`src/rtl/guess_game_sequencer.sv`:
```
// Number-guessing game sequencer: draws a target from a free-running LFSR, scores
// player guesses and drives the match/not_match inputs of the RGB LED controller.
//
// state      | meaning
// IDLE       | waiting for start, LED blue
// GEN        | one cycle: latch target from LFSR, reload tries
// WAIT_GUESS | guess_ready=1, waiting for a guess strobe
// SHOW_MATCH | green for DISPLAY_CYCLES cycles, then score and return to IDLE
// SHOW_MISS  | red for DISPLAY_CYCLES cycles, then retry or game over
// GAME_OVER  | red held until start begins a new round
module guess_game_sequencer #(
    parameter int         WIDTH          = 4,
    parameter int         DISPLAY_CYCLES = 4,
    parameter int         MAX_TRIES      = 3,
    parameter logic [7:0] LFSR_SEED      = 8'h01
) (
    input  logic             clk,
    input  logic             rst,
    input  logic             start,
    input  logic [WIDTH-1:0] guess,
    input  logic             guess_valid,
    output logic             guess_ready,
    output logic             match,
    output logic             not_match,
    output logic [3:0]       tries_left,
    output logic [7:0]       score,
    output logic [WIDTH-1:0] target
);

    localparam int CW = $clog2(DISPLAY_CYCLES + 1);
    localparam logic [CW-1:0] DISP_LAST = CW'(DISPLAY_CYCLES - 1);
    localparam logic [3:0]    TRIES_INIT = 4'(MAX_TRIES);

    typedef enum logic [2:0] {
        IDLE,
        GEN,
        WAIT_GUESS,
        SHOW_MATCH,
        SHOW_MISS,
        GAME_OVER
    } state_t;

    state_t        state;
    logic [7:0]    lfsr;
    logic [CW-1:0] disp_cnt;

    always_ff @(posedge clk or posedge rst) begin
        if (rst) begin
            lfsr <= LFSR_SEED;
        end else begin
            lfsr <= lfsr[0] ? ((lfsr >> 1) ^ 8'hB8) : (lfsr >> 1);
        end
    end

    // Outputs are set on the edge that enters each state so they stay registered.
    always_ff @(posedge clk or posedge rst) begin
        if (rst) begin
            state       <= IDLE;
            disp_cnt    <= '0;
            guess_ready <= 1'b0;
            match       <= 1'b0;
            not_match   <= 1'b0;
            tries_left  <= 4'd0;
            score       <= 8'd0;
            target      <= '0;
        end else begin
            case (state)
                IDLE: begin
                    if (start) begin
                        state <= GEN;
                    end
                end
                GEN: begin
                    target      <= lfsr[WIDTH-1:0];
                    tries_left  <= TRIES_INIT;
                    guess_ready <= 1'b1;
                    state       <= WAIT_GUESS;
                end
                WAIT_GUESS: begin
                    if (guess_valid) begin
                        guess_ready <= 1'b0;
                        disp_cnt    <= '0;
                        if (guess == target) begin
                            match <= 1'b1;
                            state <= SHOW_MATCH;
                        end else begin
                            not_match  <= 1'b1;
                            tries_left <= (tries_left != 4'd0) ? tries_left - 4'd1 : 4'd0;
                            state      <= SHOW_MISS;
                        end
                    end
                end
                SHOW_MATCH: begin
                    if (disp_cnt == DISP_LAST) begin
                        match <= 1'b0;
                        score <= (score == 8'hFF) ? 8'hFF : score + 8'd1;
                        state <= IDLE;
                    end else begin
                        disp_cnt <= disp_cnt + 1'b1;
                    end
                end
                SHOW_MISS: begin
                    if (disp_cnt == DISP_LAST) begin
                        if (tries_left == 4'd0) begin
                            state <= GAME_OVER;
                        end else begin
                            not_match   <= 1'b0;
                            guess_ready <= 1'b1;
                            state       <= WAIT_GUESS;
                        end
                    end else begin
                        disp_cnt <= disp_cnt + 1'b1;
                    end
                end
                GAME_OVER: begin
                    if (start) begin
                        not_match <= 1'b0;
                        state     <= GEN;
                    end
                end
                default: begin
                    state <= IDLE;
                end
            endcase
        end
    end

endmodule
```
`config.mk`:
```
export PLATFORM = sky130hd
export DESIGN_NAME = guess_game_sequencer
export DESIGN_NICKNAME = d
export VERILOG_FILES = /design/src/rtl/guess_game_sequencer.sv
export SDC_FILE = /design/constraint.sdc
export NUM_CORES = 1
export LEC_CHECK = 0
export CORE_MARGIN = 1.5
export CORE_UTILIZATION = 45
export CTS_BUF_LIST = sky130_fd_sc_hd__clkbuf_4 sky130_fd_sc_hd__clkbuf_8 sky130_fd_sc_hd__clkbuf_16
export CTS_CLUSTER_DIAMETER = 30
export DETAILED_ROUTE_END_ITERATION = 6
export PLACE_DENSITY = 0.69
export SLEW_MARGIN = 5
export SYNTH_ARGS = -nofsm -noshare
export SYNTH_HDL_FRONTEND = slang
export SYNTH_SLANG_ARGS = --single-unit
```
`constraint.sdc`:
```
create_clock -name clk -period 3.6 [get_ports clk]
set_input_delay 0.54 -clock clk [delete_from_list [all_inputs] [get_ports clk]]
set_output_delay 0.54 -clock clk [all_outputs]
set_load 0.1 [all_outputs]
```
== Word level (Yosys, flattened, before mapping) ==
Index checks and enable logic that the tools add are counted.

* Mux-type cells: 30
* Add/subtract/negate cells: 3
* $lt $le $gt $ge: 0
* Bitwise logic cells: 1
* Multiply operators: 0
* Reductions and logical operators: 17
* Shift-type cells: 0
* Equality and inequality tests: 17
* Div/mod/pow operators: 0

{| class="wikitable"
|+ Operators with widths
! operator !! number
|-
| $mux W3 || 8
|-
| $mux W8 || 2
|-
| $ne A2 B2 Y1 const B || 8
|-
| $pmux W3 S5 || 1
|-
| $mux W4 || 3
|-
| $reduce_and A4 Y1 || 3
|-
| $mux W1 || 11
|-
| $eq A3 B2 Y1 const B || 3
|-
| $add A8 B1 Y8 const B || 1
|-
| $eq A8 B8 Y1 const B || 1
|-
| $pmux W4 S2 || 1
|-
| $eq A3 B3 Y1 const B || 2
|-
| $pmux W1 S3 || 2
|-
| $pmux W3 S2 || 1
|-
| $reduce_and A3 Y1 || 2
|-
| $reduce_and A6 Y1 || 1
|-
| $reduce_bool A2 Y1 || 3
|-
| $reduce_bool A3 Y1 || 2
|-
| $eq A4 B4 Y1 || 1
|-
| $logic_not A4 Y1 || 1
|-
| $not A3 Y4 || 1
|-
| $reduce_bool A4 Y1 || 1
|-
| $reduce_or A2 Y1 || 2
|-
| $sub A4 B1 Y4 const B || 1
|-
| other kinds (6) || 6
|}

* Memories: 0
* Flip-flop bits (word level): 33
* Bits of input ports: 8
* Bits in latches: 0
* Logic and storage cells: 77
* ROM bits: 0
* Output and inout port bits: 19
* Memory bits (writable): 0

== Depth between registers and ports, before layout ==
Gate-level depths: netlist of the first run.

* Depth after elaboration: 5
* Gate-level depth with buffers: 7
* Depth with buffers taken out: 6

== Worst setup path before layout of the first run ==
OpenSTA, ideal clock, no wires.

* Kind: reg2reg
* Start point: register target[3]
* End point: register tries_left[1]
* Cell stages (with the launch flop): 5
* Data required time: 3476 ps
* Setup time: 124 ps
* Arrival time: 2032 ps
* Buffers on the path: 0
* Period minus slack after synthesis: 2155 ps
* Slack: 1445 ps
* Cell sequence: dfrtp_1 > xor2_1 > o41ai_4 > nand2_1 > a22o_1

* Longest elaborated chain between the ends: 3

{| class="wikitable"
|+ RTL lines
! what !! RTL line !! source
|-
| from (decl) || 27 || <nowiki>output logic [WIDTH-1:0] target</nowiki>
|-
| from (signal assigned) || 74 || <nowiki>target <= lfsr[WIDTH-1:0];</nowiki>
|-
| $eq A4 B4 Y1 || 83 || <nowiki>if (guess == target) begin</nowiki>
|-
| $ne A2 B2 Y1 (no line) || -- ||
|-
| $reduce_and A3 Y1 (no line) || -- ||
|-
| to (signal assigned) || 88 || <nowiki>tries_left <= (tries_left != 4'd0) ? tries_left - 4'd1 : 4'd0;</nowiki>
|-
| to (decl) || 25 || <nowiki>output logic [3:0] tries_left,</nowiki>
|}

Every way passes these cells.
A chain may end at the register's enable or synchronous reset.

== Worst setup path in the final report of the first run ==
* Start point: register tries_left[0]
* End point: output tries_left[0]

No word-level cell between the ends.

==> results of run 1 <==
where the power goes:
part / leakage, nW / internal (W) / switching, W
sequential: 0.428 / 0.000443 / 0.000124
clock: 0.0619 / 0.000233 / 0.000132
combinational: 0.414 / 0.000276 / 0.000520
final cells by class:
type,instances,area (um2),area share [%]
clock buffer,7,90.1,4.31
clock inverter,1,30.0,1.44
inverter,3,11.3,0.539
multi-input combinational,104,807,38.6
sequential,33,827,39.6
tap,46,57.6,2.75
timing repair buffer,27,268,12.8
registers in the layout (all words and copies together), names as in the netlist:
register,flops
score,8
tries_left,4
not_match,1
guess_ready,1
disp_cnt,3
match,1
lfsr,8
state,3
target,4
through the flow:
stage / utilization [%] / cells
finish: 60.7 / 221
global route: 60.7 / 221
floorplan: - / 146
global placement: 57.3 / 213
CTS: 60.7 / 221
detailed placement: 57.3 / 213
logic make-up after synthesis:
family	after synthesis	share of synthesized area, %
AND/OR/NAND/NOR	42	16.6
AO/OA/AOI/OAI	40	18.3
flip-flops	33	49.3
XOR/XNOR	10	5.22
buffers and inverters	9	2.54
multiplexers	9	5.82
adder cells (fa/ha/maj)	3	2.24
layout by cell type (no fill, tap or decap), types with 2 or more instances in the layout:
master / netlist / layout
nand3_1: 4 / 4
mux2_2: 5 / 5
ha_1: 3 / 3
nor4_4: 2 / 2
mux2i_1: 3 / 3
o41ai_1: 2 / 2
clkbuf_8: 0 / 6
dfrtp_1: 32 / 32
nor2_1: 6 / 6
o21a_1: 4 / 4
nor4b_1: 2 / 2
o21ai_0: 4 / 4
and3_1: 3 / 3
xor2_1: 9 / 9
a21boi_1: 3 / 3
inv_1: 3 / 3
nor2b_1: 4 / 4
nand2b_1: 3 / 3
nand2_1: 9 / 9
clkdlybuf4s50_1: 0 / 26
a21oi_1: 8 / 8
o31ai_1: 2 / 2
o22ai_1: 2 / 2
synthesized netlist by cell type, drive strengths merged (4+ instances only):
cell type,n
nor2,7
xor2,9
nand2,9
mux2,6
nand3,4
dfrtp,32
nor2b,4
o21ai,4
a21oi,8
o21a,4
buf,5
how the worst max path moves through the flow:
stage                          endpoint  slack (ns)  depth (start not counted)
after floorplan           tries_left[1]        1.44                          4
after global placement    tries_left[0]        1.38                          1
after detailed placement  tries_left[0]        1.34                          1
after CTS                 tries_left[0]        1.04                          1
after global routing      tries_left[0]        0.99                          1
final                     tries_left[0]        1.05                          1
metal layers:
layer  wire [um]  global-route usage [%]  part of all wire [%]  up-vias
li1            -                       -                     -      597
met1        1530                    23.4                    44      602
met2        1780                    32.4                    51       30
met3         134                    5.46                   3.9        4
met4          24                    7.34                  0.69        0
met5           0                       0                     0        -
==> flow_metrics.py, run 1 <==
metrics = {
    "synth": {
        "yosys_warnings": 0,
        "postSynthAreaPerCell_um2": 11.5,
        "synth_top_area_share_pct": 47.8,
        "ys_types": 51,
        "synth_area_um2": 1680,
        "synth_edf_count": 0,
        "postSynthCellCount": 146,
        "ys_seq_area_share_pct": 49.3,
        "synth_area_leaders": "dfrtp_1, xor2_1, mux2_2",
        "synth_ff_type": "dfrtp_1",
        "ys_ff_latch": 33,
        "async_flop_share_pct": 100,
        "syn_nets": 157,
        "yosys.area.top_type": "dfrtp_1",
    },
    "clock_network": {
        "cts_tree": "done",
        "cts_setup_buffers": 0,
        "path_clk_slew_ns": 0.07,
        "cts_root_buf": "clkbuf_8",
        "htree_levels": 2,
        "cts_buffers": 5,
        "cts.sinks": 33,
        "clock_path_buffers": 2,
        "insertion_delay_ns": 0.28,
        "hold_buffers": 0,
        "post_cts_resized": 0,
    },
    "sta": {
        "fmaxAchievable_ghz": 0.393,
        "rsz0062_at_grt": "no",
        "tns_ns": 0,
        "maxSlewViolCount": 0,
        "hold_violations": 0,
        "skew_ns": 0.00968,
        "hold_ws_ns": 0.350,
        "setup_viol": 0,
        "finalCritPeriodShare_pct": 70.7,
        "worst_slack_ns": 1.05,
        "maxSlewHeadroom_pct": 34.0,
        "period_needed_ns": 2.55,
        "tightest_slew_ns": 0.987,
    },
    "critical_path": {
        "r2r_end": "score[4]",
        "rr_worst_depth": 6,
        "path_cells": "clkdlybuf4s50_1",
        "end_kind": "primary output",
        "worstPathArrival_ns": 2.01,
        "worst-setup-path-type": "reg -> out",
        "cp-start-kind": "flop",
        "max_stage_delay_ns": 1.20,
        "cp.required_ns": 3.06,
        "cp_num_buf_inv": 1,
        "r2r_slack_ns": 1.51,
        "cp_top_family": "buffers and inverters",
        "cp_slowest_cell": "clkdlybuf4s50_1",
        "crit_fanout": 9,
        "worstSetupStartpoint": "tries_left[0]",
        "r2r-start": "disp_cnt[0]",
    },
    "routing": {
        "via_per_inst": 5.58,
        "routed-via-count": 1233,
        "ant_nets": 0,
        "drc": 0,
        "detail_route.first_pass.iterations": 4,
        "drt-initial-drc-count": 47,
        "drt-wirelength-per-cell_um": 15.7,
        "routed_wl_mm": 3.47,
    },
    "global_route": {
        "grt_start_max_net_pins": 19,
        "grt_pass1_wl_mm": 6.08,
        "grt.overflow.total": 0,
        "grt_pass1_vias": 1307,
        "antenna_found_initial": 0,
        "grt_usage_pct": 19.3,
    },
    "place": {
        "dp_hpwl_mm": 2.42,
        "dp_slack_ns": 1.34,
        "place_congestion": 0.806,
        "placedInstanceArea_um2": 1970,
        "io_buffers": 26,
    },
    "outcome": {
        "status": "finished, final reports clean",
    },
    "cells_and_area": {
        "nFillCells": 288,
        "fin_nets": 185,
        "design_area_um2": 2090,
        "diodes": 0,
        "area_growth_pct": 24.7,
        "final_layout_size_suffix_gt1_share_pct": 12.6,
    },
    "pwr": {
        "power_density_nw_per_um2": 827,
        "power_w": 0.00173,
        "ir_drop_mv": 0.514,
        "p_leak_nw": 0.904,
    },
    "floorplanning": {
        "die_y_um": 64.0,
        "initial_core_util_pct": 48.7,
        "io_pins": 27,
        "die_area_um2": 4100,
        "core_area_um2": 3440,
        "rows": 21,
        "die_w_um": 64.0,
    },
    "flow_run": {
        "max-cap-violations": 0,
    },
    "worst_hold_path": {
        "min_to": "lfsr[6]",
        "whs_path_depth": 0,
        "hp-class": "reg -> reg",
        "min_from": "lfsr[7]",
    },
}
(Power assumes the default switching activity.)
==> inputs of run 2 (changes only) <==
--- a/config.mk
+++ b/config.mk
@@ -10,7 +10,7 @@
 export CTS_BUF_LIST = sky130_fd_sc_hd__clkbuf_4 sky130_fd_sc_hd__clkbuf_8 sky130_fd_sc_hd__clkbuf_16
 export CTS_CLUSTER_DIAMETER = 30
 export DETAILED_ROUTE_END_ITERATION = 6
-export PLACE_DENSITY = 0.69
+export PLACE_DENSITY = 0.72
 export SLEW_MARGIN = 5
 export SYNTH_ARGS = -nofsm -noshare
 export SYNTH_HDL_FRONTEND = slang
==> constraint.sdc (replaced) <==
create_clock -name clk -period 2.2 [get_ports clk]
set_input_delay 0.33 -clock clk [delete_from_list [all_inputs] [get_ports clk]]
set_output_delay 0.33 -clock clk [all_outputs]
set_load 0.1 [all_outputs]
==> run 2 against run 1 <==
  * Sequential cell count stayed put
  * Wire length is 3.6% lower
  * Final cell count is 0.90% higher
  * Critical endpoint is now score[7]
  * Highest routed layer unchanged
==> flow_metrics.py, run 2 (synthesized netlist as in run 1, its figures left out) <==
metrics = {
    "pwr": {
        "internal-power_w": 0.00140,
        "pwr-share-comb_pct": 48.9,
        "ir_drop_mv": 0.647,
        "switching_share_pct": 47.8,
        "seqPwrFrac_pct": 34.0,
        "power_density_nw_per_um2": 1320,
        "p_leak_nw": 0.931,
        "netSwitchingPower_w": 0.00128,
        "clock_power_share_pct": 17.1,
    },
    "critical_path": {
        "r2r_end": "score[7]",
        "r2r-start": "disp_cnt[0]",
        "cp-start-kind": "flop",
        "crit_fanout": 8,
        "r2r_slack_ns": 0.21,
        "cp.required_ns": 2.37,
        "end_kind": "flop",
        "worstPathArrival_ns": 2.17,
        "worst-setup-path-type": "reg -> reg",
        "rr_worst_depth": 7,
    },
    "cells_and_area": {
        "regArea_um2": 827,
        "fin_nets": 187,
        "diodes": 0,
        "area_growth_pct": 20.9,
        "mostFrequentLayoutCell": "dfrtp_1",
        "multi_input_area_um2": 810,
        "final_util_pct": 58.9,
        "nFillCells": 313,
        "final_layout_size_suffix_gt1_share_pct": 24.9,
        "layout_common_cells": "dfrtp_1, buf_4, xor2_1, nand2_1, a21oi_1",
        "largest_registers": "lfsr (8), score (8)",
    },
    "floorplanning": {
        "die_w_um": 64.0,
        "die_y_um": 64.0,
        "io_pins": 27,
        "core_area_um2": 3440,
        "die_area_um2": 4100,
        "rows": 21,
        "initial_core_util_pct": 48.7,
    },
    "global_route": {
        "grt.overflow.total": 0,
        "grt_start_max_net_pins": 34,
        "grt_pass1_vias": 1184,
        "antenna_found_initial": 0,
        "grt_pass1_wl_mm": 5.62,
        "grt_usage_pct": 18.1,
    },
    "place": {
        "io_buffers": 26,
        "dp_hpwl_mm": 2.35,
        "place_congestion": 0.765,
    },
    "routing": {
        "routed_wl_mm": 3.35,
        "drc": 0,
        "drt-initial-drc-count": 60,
        "detail_route.first_pass.iterations": 4,
        "via_per_inst": 5.69,
        "ant_nets": 0,
        "drt-wirelength-per-cell_um": 15.0,
        "routed-via-count": 1269,
    },
    "clock_network": {
        "cts_buffers": 5,
        "cts_root_buf": "clkbuf_8",
        "clock_path_buffers": 2,
        "path_clk_slew_ns": 0.07,
        "htree_levels": 2,
        "hold_buffers": 0,
        "cts_tree": "done",
        "cts.sinks": 33,
        "cts_setup_buffers": 0,
        "insertion_delay_ns": 0.29,
    },
    "sta": {
        "tightest_slew_ns": 0.447,
        "tns_ns": 0,
        "hold_violations": 0,
        "period_needed_ns": 1.99,
        "setup_viol": 0,
        "maxSlewHeadroom_pct": 70.1,
        "hold_ws_ns": 0.353,
        "finalCritPeriodShare_pct": 90.5,
        "rsz0062_at_grt": "no",
        "fmaxAchievable_ghz": 0.502,
        "maxSlewViolCount": 0,
        "skew_ns": 0.00956,
    },
    "flow_run": {
        "max-cap-violations": 0,
    },
    "outcome": {
        "status": "finished, final reports clean",
    },
    "worst_hold_path": {
        "whs_path_depth": 0,
        "min_from": "lfsr[7]",
        "hp-class": "reg -> reg",
        "min_to": "lfsr[6]",
    },
}
-- run 2: through the flow --
step | instances | area [um2] | total power, W | worst slack (ns)
final | 223 | 2030 | 0.00268 | 0.209
after global routing | 223 | 2030 | 0.00283 | 0.0505
after CTS | 223 | 2020 | 0.00270 | 0.161
after detailed placement | 215 | 1940 | 0.00223 | 0.193
after global placement | 215 | 1940 | 0.00219 | 0.279
after floorplan | 146 | 1680 | 0.00197 | 0.0446
-- run 2: repair_timing --
item / CTS / global route
hold endpoints to repair: 0 / 0
gates resized for setup: 0 / 1
endpoints found under the setup margin: 0 / 1
-- run 2: critical path, stage by stage (launching register included) --
cell and delay [ns]:
dfrtp_1 0.38, ha_1 0.17, ha_1 0.32, and4b_1 0.39, buf_4 0.19, and4_1 0.22, nand3_1 0.09, o21a_1 0.11
-- run 2: layout make-up --
class | instances | share of cell area [%]
Sequential cell | 33 | 40.8
Timing Repair Buffer | 29 | 11.6
Clock inverter | 2 | 0.494
Tap cell | 46 | 2.84
Inverter | 3 | 0.556
Clock buffer | 6 | 3.77
Multi-Input combinational cell | 104 | 39.9
-- run 2: power by group through the flow --
stage          Clock, W  Combinational, W  Sequential [W]
2_1_floorplan         0          0.000655         0.00131
3_3_place_gp          0           0.00128        0.000908
5_1_grt        0.000487           0.00140        0.000940
4_1_cts        0.000476           0.00132        0.000909
3_5_place_dp          0           0.00131        0.000921
6_report       0.000457           0.00131        0.000912
-- run 2: worst max path at each step --
stage	end	cells past startpoint	from
finish	score[7]	7	disp_cnt[0]
global route	score[7]	7	disp_cnt[0]
CTS	score[6]	6	disp_cnt[0]
detailed placement	score[6]	6	disp_cnt[0]
global placement	state[0]	5	guess[3]
floorplan	tries_left[1]	4	target[3]
-- run 2: routing by layer --
| layer | vias to the layer above | wire, um | track usage [%] |
|---|---|---|---|
| met5 | - | 0 | 0 |
| met4 | 0 | 62 | 8.15 |
| met3 | 6 | 161 | 5.81 |
| met2 | 30 | 1640 | 27.5 |
| met1 | 632 | 1480 | 23.6 |
| li1 | 601 | - | - |
